## config.mk

```make
export PLATFORM = sky130hd
export DESIGN_NAME = pc_fetch_sequencer
export DESIGN_NICKNAME = d
export VERILOG_FILES = /design/src/rtl/pc_fetch_sequencer.sv
export SDC_FILE = /design/constraint.sdc
export NUM_CORES = 1
export LEC_CHECK = 0
export BUFFER_PORTS_ARGS = -buffer_cell sky130_fd_sc_hd__buf_2
export CORE_MARGIN = 2
export CORE_UTILIZATION = 52
export CTS_CLUSTER_SIZE = 14
export DETAILED_ROUTE_END_ITERATION = 10
export PLACE_DENSITY = 0.85
export SLEW_MARGIN = 20
export SYNTH_ARGS = -nofsm -noshare
export SYNTH_HDL_FRONTEND = slang
export SYNTH_SLANG_ARGS = --single-unit
```

## constraint.sdc

```tcl
create_clock -name clk -period 4.4 [get_ports clk]
set_input_delay 0 -clock clk [delete_from_list [all_inputs] [get_ports clk]]
set_output_delay 0 -clock clk [all_outputs]
set_load 0.05 [all_outputs]
```

## src/rtl/pc_fetch_sequencer.sv

```systemverilog
// Program-counter and instruction-fetch sequencer for the MiniCPU front end.
// Fetches from imem over req/ack, hands instructions to decode over valid/ready.
module pc_fetch_sequencer #(
  parameter int                  PC_WIDTH    = 8,
  parameter int                  INSTR_WIDTH = 16,
  parameter logic [PC_WIDTH-1:0] RESET_PC    = {PC_WIDTH{1'b0}}
) (
  input  logic                   clk,
  input  logic                   rst_n,
  output logic                   imem_req,
  output logic [PC_WIDTH-1:0]    imem_addr,
  input  logic                   imem_ack,
  input  logic [INSTR_WIDTH-1:0] imem_data,
  output logic [INSTR_WIDTH-1:0] instr,
  output logic                   instr_valid,
  input  logic                   instr_ready,
  input  logic                   branch_taken,
  input  logic [PC_WIDTH-1:0]    branch_target,
  input  logic                   halt,
  output logic [PC_WIDTH-1:0]    pc,
  output logic                   pc_sel,
  output logic                   halted,
  output logic [15:0]            instr_count
);

  typedef enum logic [1:0] {
    ST_IDLE   = 2'd0,
    ST_REQ    = 2'd1,
    ST_HOLD   = 2'd2,
    ST_HALTED = 2'd3
  } state_t;

  state_t                 state_q, state_d;
  logic [PC_WIDTH-1:0]    pc_q, pc_d;
  logic [INSTR_WIDTH-1:0] instr_q, instr_d;
  logic                   pc_sel_q, pc_sel_d;
  logic [15:0]            count_q, count_d;

  // State and datapath registers
  always_ff @(posedge clk or negedge rst_n) begin
    if (!rst_n) begin
      state_q  <= ST_IDLE;
      pc_q     <= RESET_PC;
      instr_q  <= {INSTR_WIDTH{1'b0}};
      pc_sel_q <= 1'b0;
      count_q  <= 16'd0;
    end else begin
      state_q  <= state_d;
      pc_q     <= pc_d;
      instr_q  <= instr_d;
      pc_sel_q <= pc_sel_d;
      count_q  <= count_d;
    end
  end

  // Next-state and datapath update
  always_comb begin
    state_d  = state_q;
    pc_d     = pc_q;
    instr_d  = instr_q;
    pc_sel_d = pc_sel_q;
    count_d  = count_q;
    case (state_q)
      ST_IDLE: begin
        state_d = ST_REQ;
      end
      ST_REQ: begin
        if (imem_ack) begin
          instr_d = imem_data;
          state_d = ST_HOLD;
        end else begin
          state_d = ST_REQ;
        end
      end
      ST_HOLD: begin
        if (instr_ready) begin
          if (count_q != 16'hFFFF) begin
            count_d = count_q + 16'd1;
          end else begin
            count_d = count_q;
          end
          // halt wins over branch; a halting instruction leaves pc/pc_sel as-is
          if (halt) begin
            state_d = ST_HALTED;
          end else if (branch_taken) begin
            pc_d     = branch_target;
            pc_sel_d = 1'b1;
            state_d  = ST_REQ;
          end else begin
            pc_d     = pc_q + {{(PC_WIDTH-1){1'b0}}, 1'b1};
            pc_sel_d = 1'b0;
            state_d  = ST_REQ;
          end
        end else begin
          state_d = ST_HOLD;
        end
      end
      ST_HALTED: begin
        state_d = ST_HALTED;
      end
      default: begin
        state_d = ST_IDLE;
      end
    endcase
  end

  assign imem_req    = (state_q == ST_REQ);
  assign instr_valid = (state_q == ST_HOLD);
  assign halted      = (state_q == ST_HALTED);
  assign imem_addr   = pc_q;
  assign pc          = pc_q;
  assign instr       = instr_q;
  assign pc_sel      = pc_sel_q;
  assign instr_count = count_q;

endmodule

```

# Word-level counts from Yosys, hierarchy flattened
# Index checks and enable logic that the tools add are counted.
dict set report totals {
  reg_bits 43
  out_inout_bits 52
}
dict set report classes {
  add_sub_neg 2
  n_eq_ne 4
  muxes 6
  bitwise_logic 1
  n_reduce_logical 4
}
# op n
set ops {}
lappend ops {{$add 16x1->16 const B} 1}
lappend ops {{$ne 16x16->1 const B} 1}
lappend ops {{$add 8x1->8 const B} 1}
lappend ops {{$mux 8} 1}
lappend ops {{$pmux 2 s4} 1}
lappend ops {{$mux 2} 3}
lappend ops {{$reduce_and 3->1} 2}
lappend ops {{$eq 2x2->1 const B} 2}
lappend ops {{$eq 2x1->1 const B} 1}
lappend ops {{$logic_not 2->1} 1}
lappend ops {{$reduce_and 2->1} 1}
lappend ops {{$mux 1} 1}
lappend ops {{$not 1->1} 1}

# Logic depth before layout (Yosys ltp)
# Gate-level depths: netlist (run 1).
dict set report logic_depth {
  ltp_word 3
  mapped_depth 5
}

# Least setup slack after synthesis (run 1)
# Ideal clock, no wire load.
dict set report synth_timing {
  path_type {reg2reg}
  from {reg state_q[1]}
  to {reg instr_q[10], in the netlist instr[10]}
  setup_time_ns 0.125
  arrival_time_ns 2.055
  required_time_ns 4.275
  slack_ns 2.220
  path_stages_with_launch 5
  n_path_buf 1
  period_less_slack_ns 2.180
  cell_sequence {dfrtp_1 nor2b_1 nand2_1 buf_2 mux2_2}
}
dict set report synth_between {
  elab_chain_len 2
}
# item line
set synth_lines {}
lappend synth_lines {{from (decl)} 33} ;# state_t state_q, state_d;
lappend synth_lines {{from (signal assigned)} 48} ;# state_q <= state_d;
lappend synth_lines {{$eq 2x1->1} n/a}
lappend synth_lines {{net imem_req} 10} ;# output logic imem_req,
lappend synth_lines {{$reduce_and 2->1 (no source line)} n/a}
lappend synth_lines {{to (signal assigned)} 44} ;# instr_q <= {INSTR_WIDTH{1'b0}};
lappend synth_lines {{to (signal assigned)} 50} ;# instr_q <= instr_d;
lappend synth_lines {{to (decl)} 35} ;# logic [INSTR_WIDTH-1:0] instr_q, instr_d;
# The timed path passes the listed nets, and every way through them passes these cells.
# A chain may end at the register's enable or synchronous reset.

# Worst setup path in the final report (run 1)
dict set report layout_timing {
  from {reg count_q[0], in the netlist instr_count[0]}
  to {reg count_q[1], in the netlist instr_count[1]}
}
dict set report layout_between {
  elab_chain_len 2
  elab_cells_between_ends 3
  cone_classes {1 x add/sub; 1 x eq/ne; 1 x reduce/logical}
}
# item line
set layout_lines {}
lappend layout_lines {{from (decl)} 37} ;# logic [15:0] count_q, count_d;
lappend layout_lines {{from (signal assigned)} 52} ;# count_q <= count_d;
lappend layout_lines {{parallel branches: the longest is 2 deep, another holds $add 16x1->16} n/a}
# Parallel ways; which one is timed is not known.

==> results of run 1 <==
==> path summary, 6_finish.rpt <==
path | slack, ps | depth (start not counted) | end | from
setup / recovery | 2650 | 5 | instr_count[1]$_DFFE_PN0P_ | instr_count[0]$_DFFE_PN0P_
hold / removal | 30 | 4 | imem_addr[4]$_DFFE_PN0P_ | branch_target[4]
setup reg to reg | 2650 | 5 | instr_count[1]$_DFFE_PN0P_ | instr_count[0]$_DFFE_PN0P_
hold reg to reg | 510 | 1 | instr_count[15]$_DFFE_PN0P_ | instr_count[15]$_DFFE_PN0P_
max in group asynchronous | 3440 | 2 | instr_count[12]$_DFFE_PN0P_ | rst_n
min in group asynchronous | 370 | 2 | instr_count[6]$_DFFE_PN0P_ | rst_n
==> cells in the mapped netlist (3+ instances only) <==
cell / number / area share, %
dfrtp_1: 43 / 53
mux2_2: 19 / 10
nor2_1: 9 / 1.6
a21oi_1: 8 / 2.0
buf_4: 8 / 2.9
nand2_1: 8 / 1.5
o21ai_0: 8 / 2.0
xor2_1: 8 / 3.4
nand3_1: 6 / 1.5
nand4_1: 6 / 1.8
a22o_1: 4 / 1.7
and3_1: 4 / 1.2
nor3_1: 4 / 0.98
xnor2_1: 4 / 1.7
buf_2: 3 / 0.73
==> sequential cells by signal, summed over array words and instances, names as in the netlist <==
signal and count:
imem_addr 8, instr 16, instr_count 16, pc_sel 1, state_q 2
==> cell usage in the layout (no fill, tap or decap), types with 4 or more instances in the layout <==
cell type      count
and3_1             4
nand2_1            8
xnor2_1            4
a22o_1             4
nor3_1             4
nand3_1            6
a21oi_1            8
dlygate4sd3_1     20
nand4_1            6
mux2_2            19
clkbuf_8           5
xor2_1             8
dfrtp_1           43
buf_2             81
o21ai_0            8
nor2_1             9
==> final cells by class <==
class                      instances  area, um^2
clock inverter                     1        5.00
fill                             279         988
inverter                           2        7.51
clock buffer                       7        76.3
tap                               48        60.1
timing repair buffer             102         613
multi-input combinational        120         890
sequential                        43        1080
==> power by group <==
| group | internal, W | switching (W) | leakage, nW |
|---|---|---|---|
| combinational | 0.0000908 | 0.000244 | 0.828 |
| sequential | 0.000439 | 0.0000354 | 0.550 |
| clock | 0.000111 | 0.000127 | 0.0422 |
| total | 0.000641 | 0.000406 | 1.42 |
==> per-stage QoR <==
step	hold slack (ps)	util, %	cells
5_1_grt	31.6	73.4	323
2_1_floorplan	-296	-	178
3_3_place_gp	192	65.8	295
3_5_place_dp	189	65.8	295
6_report	25.2	73.4	323
4_1_cts	21.2	73.4	323
==> cell families after synthesis <==
kind of cell,Yosys count,share of synthesized area [%]
AO/OA/AOI/OAI,28,8.79
multiplexers,21,11.4
adder cells (fa/ha/maj),2,1.22
AND/OR/NAND/NOR,57,16.5
flip-flops,43,52.5
XOR/XNOR,12,5.13
buffers and inverters,15,4.40
==> worst register-to-register path: stages (launching register included) <==
cell and delay, ps:
dfrtp_1 440, ha_1 250, nand3_1 180, nor3_2 90, a21oi_1 300, mux2_2 380
==> per-layer routing <==
metal	wire length, um	vias up	global-route usage [%]
met5	0	-	0
met2	2200	59	37.0
met4	91	0	8.42
li1	-	828	-
met3	316	8	6.76
met1	1870	837	25.1
==> flow_summary.toml, run 1 <==
[status]
status = "completed"

[clocking]
cts_hold_buffers = 20
cts_root_buffer = "clkbuf_8"
cts.sinks = 43
numCtsBuffers = 5
cts.path.max_buffers = 2
clk_pin_slew_ps = 80
cts_tree = "built"
h-tree-depth = 2
post_cts_buffers = 0
cts_resized = 0
clkLatencyLatePin_ps = 290

[yosys]
synth_area_um2 = 2050
yosysUniqueCellTypes = 40
synth_seq_area_share_pct = 52.5
ys_dominant_reg_cell = "dfrtp_1"
synth-seq-cells = 43
synth-async-reset-ratio_pct = 100
synth-edff-count = 0
syn-instance-count = 178
syn_nets = 210
syn_area_per_cell_um2 = 11.5
yosysWarnings = 0

[grt]
grt_overflow = 0
track_usage_pct = 21.6
grt_pass1_wl_um = 7180
grt_max_degree = 44
antenna_found_initial = 0
grt_pass1_vias = 1591

[final_layout]
nNetsFinal = 306
area_delta_synth_final_pct = 33.1
post-route-cell-area_um2 = 2730
drive_above_1_share_pct = 41.8
diodes = 0

[floorplanning]
fp.dieW_um = 66.8
coreArea_um2 = 3720
die_area_um2 = 4460
ios = 82
die_y_um = 66.8
row_count = 22
initial_core_util_pct = 55.2

[timing]
relSlewSlack_pct = 38.6
hold_viol_final = 0
final_max_slew_viol_count = 0
fin_crit_sh_pct = 39.8
skew_ps = 5.81
fmax_ghz = 0.572
setup_tns_ps = 0
fin_crit_ps = 1750
worstMarginPinSlew_ps = 920
rsz0062_at_grt = "no"
timing.final.ws_setup_ps = 2650
setup_viol = 0

[routing]
via_count = 1732
wire_per_inst_um = 13.9
routed_wl_um = 4480
ant_nets = 0
first_iter_violations = 71
via_per_inst = 5.36
drt_drc_violations_left = 0
drt-pass1-iter-count = 4

[setup_path]
cpPeakStageDelay_ps = 440
critPathKind = "flop to flop"
critPathLaunchType = "flop"
path_cells = "ha_1 > nand3_1 > nor3_2 > a21oi_1 > mux2_2"
critPathArrivalTime_ps = 1930
critPathMaxFanout = 6
path_delay_family = "flip-flops"
timing.critical_path.required_ps = 4590
path_buf_inv = 0
worst_path_max_delay_cell = "dfrtp_1"
critPathCaptureType = "flop"

[flow_run]
cap_violations = 0

[power]
total_power_w = 0.00105
power.leakage_nw = 1.42
p_per_area_nw_per_um2 = 384
vdd_ir_drop_max_mv = 0.243

[placed_design]
gp_congestion = 0.803
pre_cts_ws_ps = 2660
placed_cell_area_um2 = 2450
numPortBuffers = 81
dpl.hpwl_um = 3080

[hold_path]
hp-class = "input port to flop"
No activity file was read; power rests on OpenSTA's default activity.
==> run 2, diff against run 1 <==
--- a/config.mk
+++ b/config.mk
@@ -5,12 +5,13 @@
 export SDC_FILE = /design/constraint.sdc
 export NUM_CORES = 1
 export LEC_CHECK = 0
+export ABC_AREA = 1
 export BUFFER_PORTS_ARGS = -buffer_cell sky130_fd_sc_hd__buf_2
 export CORE_MARGIN = 2
-export CORE_UTILIZATION = 52
+export CORE_UTILIZATION = 45
 export CTS_CLUSTER_SIZE = 14
 export DETAILED_ROUTE_END_ITERATION = 10
-export PLACE_DENSITY = 0.85
+export PLACE_DENSITY = 0.76
 export SLEW_MARGIN = 20
 export SYNTH_ARGS = -nofsm -noshare
 export SYNTH_HDL_FRONTEND = slang
==> constraint.sdc (replaced) <==
create_clock -name clk -period 1.6 [get_ports clk]
set_input_delay 0 -clock clk [delete_from_list [all_inputs] [get_ports clk]]
set_output_delay 0 -clock clk [all_outputs]
set_load 0.05 [all_outputs]
==> flow_summary.toml, run 2 <==
[grt]
grt_pass1_wl_um = 9920
antenna_found_initial = 0
track_usage_pct = 20.8
grt_overflow = 0
grt_pass1_vias = 2159
grt_max_degree = 25

[clocking]
cts.path.max_buffers = 2
post_cts_buffers = 0
clk_pin_slew_ps = 90
cts.sinks = 43
h-tree-depth = 2
cts_tree = "built"
cts_root_buffer = "clkbuf_8"
clkLatencyLatePin_ps = 300
numCtsBuffers = 5

[placed_design]
numPortBuffers = 81
gp_congestion = 0.864
pre_cts_ws_ps = 89.7
dp.cells = 415
dpl.hpwl_um = 3960

[power]
vdd_ir_drop_max_mv = 0.921
combPwrFrac_pct = 57.9
total_power_w = 0.00678
p_int_w = 0.00300
p_per_area_nw_per_um2 = 2150
power.switching_w = 0.00378
p_clk_share_pct = 12.8
p_sw_share_pct = 55.8
power.leakage_nw = 1.57
pwr-share-seq_pct = 29.3

[yosys]
synth.top_cell.area_share_pct = 45.5
synth-edff-count = 0
yosysTopAreaCell = "dfrtp_1"
synth_seq_area_share_pct = 45.5
yosysWarnings = 0
synth_area_leaders = "dfrtp_1, nand2_1, mux2_2"
ys_dominant_reg_cell = "dfrtp_1"
synth-seq-cells = 43
syn_nets = 304
synth_most_common_cell = "nand2_1"
ys_top_cells_by_count = "nand2_1, dfrtp_1, inv_1"
synth-async-reset-ratio_pct = 100
yosysUniqueCellTypes = 28
syn-instance-count = 272
synth_area_um2 = 2360
syn_area_per_cell_um2 = 8.69

[floorplanning]
ios = 82
initial_core_util_pct = 46.6
die_y_um = 76.5
coreArea_um2 = 5070
row_count = 26
die_area_um2 = 5850
fp.dieW_um = 76.5

[setup_path]
critPathMaxFanout = 22
path_cells = "ha_4 > inv_1 > nor2_4 > nand3_2 > nand2_4 > nand2_8 > nand2_1 > o21ai_2"
critPathLaunchType = "flop"
cpPeakStageDelay_ps = 450
critPathArrivalTime_ps = 1640
critPathCaptureType = "flop"
critPathKind = "flop to flop"
worst_path_max_delay_cell = "dfrtp_2"
timing.critical_path.required_ps = 1790

[timing]
fin_crit_ps = 1450
fmax_ghz = 0.690
relSlewSlack_pct = 63.9
timing.final.ws_setup_ps = 150
setup_tns_ps = 0
hold_viol_final = 0
final_max_slew_viol_count = 0
hold_ws_ps = 13.2
skew_ps = 3.58
worstMarginPinSlew_ps = 542
rsz0062_at_grt = "no"
setup_viol = 0
fin_crit_sh_pct = 90.6

[routing]
drt-pass1-iter-count = 4
via_per_inst = 4.91
routed_wl_um = 5690
drt_drc_violations_left = 0
via_count = 2182
ant_nets = 0
wire_per_inst_um = 12.8
first_iter_violations = 84

[final_layout]
area_delta_synth_final_pct = 33.5
seqCellArea_um2 = 1080
multi_input_area_um2 = 1120
fin_cells = 444
nNetsFinal = 405
final_common_cell = "buf_2"
nFillCells = 433
drive_above_1_share_pct = 37.7
diodes = 0
final_cell_mix = "buf_2, nand2_1, dfrtp_1"

[status]
status = "completed"

[flow_run]
cap_violations = 0

[hold_path]
hp-class = "input port to flop"
[run 2: worst paths after layout]
check,startpoint,to,slack (ps),cells after the start
setup / recovery,instr_count[0]$_DFFE_PN0P_,instr_count[11]$_DFFE_PN0P_,150,8
hold / removal,branch_target[0],imem_addr[0]$_DFFE_PN0P_,10,5
setup reg to reg,instr_count[0]$_DFFE_PN0P_,instr_count[11]$_DFFE_PN0P_,150,8
hold reg to reg,instr[10]$_DFFE_PN0P_,instr[10]$_DFFE_PN0P_,500,1
max in group asynchronous,rst_n,instr[14]$_DFFE_PN0P_,730,3
min in group asynchronous,rst_n,imem_addr[3]$_DFFE_PN0P_,210,2
[run 2: through the flow]
stage	utilization [%]	instance area [um^2]
after detailed placement	55.5	2820
after global placement	55.5	2820
after global routing	62.2	3160
after CTS	62.0	3140
after floorplan	-	2390
final	62.2	3160
[run 2: layout make-up]
cell class	instances	area share [%]
Clock buffer	5	2.18
Clock inverter	3	1.47
Inverter	27	3.21
Multi-Input combinational cell	190	35.5
Sequential cell	43	34.4
Tap cell	70	2.78
Timing Repair Buffer	106	20.5
[run 2: cells by family (layout without fill, tap and decap cells)]
logic type	Yosys count	in the layout	synth area share [%]
AO/OA/AOI/OAI	30	30	8.15
XOR/XNOR	8	8	2.96
adder cells (fa/ha/maj)	2	2	1.06
buffers and inverters	39	141	8.26
flip-flops	43	43	45.5
multiplexers	16	16	7.62
AND/OR/NAND/NOR	134	134	26.4
[run 2: timing repair]
action,in CTS,in global routing
setup endpoints to repair,0,6
gates resized for setup,0,2
hold buffers,21,0
endpoints found under the hold margin,42,0
[run 2: critical path, delay by kind of cell, from the launching register on]
family | cells | cell delay [ps]
adders and majority gates | 1 | 180
and+or+nand+nor | 5 | 580
AOI/OAI and AO/OA | 1 | 50
buffers and inverters | 1 | 60
DFF | 1 | 450
[run 2: layer usage]
layer | global-route usage, % | vias to the layer above | wire length [um]
met4 | 6.36 | 0 | 53
met5 | 0 | - | 0
met3 | 4.98 | 6 | 339
met1 | 26.1 | 1014 | 2550
li1 | - | 1079 | -
met2 | 35.4 | 83 | 2750
[run 2: power by group through the flow]
stage          registers (W)  clock network, W  logic [W]
2_1_floorplan        0.00342                 0    0.00172
3_3_place_gp         0.00196                 0    0.00384
3_5_place_dp         0.00199                 0    0.00388
4_1_cts              0.00197          0.000896    0.00392
5_1_grt              0.00205          0.000933    0.00417
6_report             0.00199          0.000865    0.00392
==> run 3, diff against run 2 <==
--- a/config.mk
+++ b/config.mk
@@ -8,10 +8,10 @@
 export ABC_AREA = 1
 export BUFFER_PORTS_ARGS = -buffer_cell sky130_fd_sc_hd__buf_2
 export CORE_MARGIN = 2
-export CORE_UTILIZATION = 45
+export CORE_UTILIZATION = 50
 export CTS_CLUSTER_SIZE = 14
 export DETAILED_ROUTE_END_ITERATION = 10
-export PLACE_DENSITY = 0.76
+export PLACE_DENSITY = 0.8
 export SLEW_MARGIN = 20
 export SYNTH_ARGS = -nofsm -noshare
 export SYNTH_HDL_FRONTEND = slang
==> constraint.sdc (replaced) <==
create_clock -name clk -period 1.5 [get_ports clk]
set_input_delay 0 -clock clk [delete_from_list [all_inputs] [get_ports clk]]
set_output_delay 0 -clock clk [all_outputs]
set_load 0.05 [all_outputs]
==> flow_summary.toml, run 3 (synthesized netlist as in run 2, its figures left out) <==
[routing]
via_per_inst = 5.19
route.met3.wl_um = 335
met2_length_um = 2900
drt_drc_violations_left = 0
highest_layer = "met4"
drt-pass1-iter-count = 6
first_iter_violations = 92
routed_wl_um = 5660
via_count = 2210
wirelength_met1_um = 2360
ant_nets = 0
wire_per_inst_um = 13.3

[final_layout]
seqCellArea_um2 = 1100
final_cell_mix = "buf_2, nand2_1, inv_1"
area_delta_synth_final_pct = 32.3
drive_above_1_share_pct = 40.9
multi_input_area_um2 = 1130
fin_util_pct = 67.6
final_common_cell = "buf_2"
diodes = 0
nNetsFinal = 403
nFillCells = 386

[timing]
fin_crit_ps = 1390
worstMarginPinSlew_ps = 513
final_max_slew_viol_count = 0
setup_tns_ps = 0
hold_ws_ps = 12.7
skew_ps = 11.9
hold_viol_final = 0
fin_crit_sh_pct = 92.6
rsz0062_at_grt = "yes"
relSlewSlack_pct = 65.8
fmax_ghz = 0.720
setup_viol = 0

[grt]
grt_overflow = 0
grt_max_degree = 23
grt_pass1_vias = 2174
track_usage_pct = 22.2
grt_pass1_wl_um = 9250
antenna_found_initial = 0

[setup_path]
critPathMaxFanout = 7
cpPeakStageDelay_ps = 440
worstSetupStartpoint = "instr_count[0]$_DFFE_PN0P_"
path_cells = "ha_4 > nand3_1 > nor2_4 > nand3_1 > nand2_1 > nand2_1 > nand2_1 > nand2_1"
crit_cells = 8
critPathLaunchType = "flop"
worstRegToRegCells = 8
path_delay_family = "simple AND/OR/NAND/NOR gates"
worst_path_max_delay_cell = "dfrtp_2"
cp_common_cell = "nand2_1"
crit-reg2reg-launch = "instr_count[0]$_DFFE_PN0P_"
critPathArrivalTime_ps = 1570
critPathCaptureType = "flop"
path_buf_inv = 0
timing.critical_path.required_ps = 1680
rr_endpoint = "instr_count[14]$_DFFE_PN0P_"
r2r_setup_slack_ps = 110
crit_end = "instr_count[14]$_DFFE_PN0P_"
critPathKind = "flop to flop"

[floorplanning]
ios = 82
coreArea_um2 = 4630
die_y_um = 72.8
row_count = 25
initial_core_util_pct = 51.1
die_area_um2 = 5290
fp.dieW_um = 72.8

[power]
vdd_ir_drop_max_mv = 1.31
p_per_area_nw_per_um2 = 2280
power.leakage_nw = 1.55
total_power_w = 0.00713

[clocking]
clkLatencyLatePin_ps = 290
h-tree-depth = 2
clk_pin_slew_ps = 80
cts_root_buffer = "clkbuf_8"
cts.path.max_buffers = 2
cts_tree = "built"
numCtsBuffers = 5
cts.sinks = 43

[hold_path]
hp-class = "input port to flop"
hold_path_depth = 3
min_from = "halt"

[placed_design]
gp_congestion = 0.836
dpl.hpwl_um = 4030
numPortBuffers = 81

[flow_run]
cap_violations = 0

[status]
status = "completed"
run 3: cell types whose count changed in the layout (fill, tap and decap cells not counted), sizes merged:
cell	before	now
bufinv	1	0
clkbuf	5	7
clkinv	0	1
clkinvlp	1	0
dlygate4sd3	21	19
inv	28	27
run 3: per-stage QoR:
step | instance area, um^2 | setup WS, ps | instances
5_1_grt | 3130 | -23.8 | 426
2_1_floorplan | 2410 | -39.8 | 272
3_3_place_gp | 2830 | 100 | 399
6_report | 3130 | 111 | 426
4_1_cts | 3110 | 39.6 | 426
3_5_place_dp | 2830 | 47.7 | 399
run 3: worst reg2reg max path, stage by stage, from the launching register on:
cell and delay (ps):
dfrtp_2 440, ha_4 180, nand3_1 190, nor2_4 170
nand3_1 80, nand2_1 60, nand2_1 40, nand2_1 60
nand2_1 50
run 3: layout make-up:
class	instances	area share [%]
sequential	43	35.1
tap	54	2.16
clock inverter	1	0.160
timing repair buffer	104	20.4
clock buffer	7	2.76
inverter	27	3.24
multi-input combinational	190	36.2
run 3: routing by layer:
metal | vias up | GRT usage (%)
li1 | 1070 | -
met1 | 1062 | 26.5
met2 | 70 | 40.1
met3 | 8 | 4.28
met4 | 0 | 7.41
met5 | - | 0
run 3: where the power goes:
group          internal, W  switching [W]
Clock             0.000372       0.000391
Combinational      0.00107        0.00317
Sequential         0.00167       0.000467
run 3: how the worst min path moves through the flow:
stage                                to
2_1_floorplan  imem_addr[0]$_DFFE_PN0P_
3_3_place_gp   imem_addr[3]$_DFFE_PN0P_
3_5_place_dp   imem_addr[3]$_DFFE_PN0P_
4_1_cts            state_q[1]$_DFF_PN0_
5_1_grt            state_q[1]$_DFF_PN0_
6_report           state_q[1]$_DFF_PN0_
run 3: timing repair:
action | in CTS | in global routing
gates resized for setup | 0 | 3
endpoints found under the setup margin | 0 | 14
buffers inserted | 0 | 0
endpoints found under the hold margin | 39 | 0
hold buffers | 19 | 0
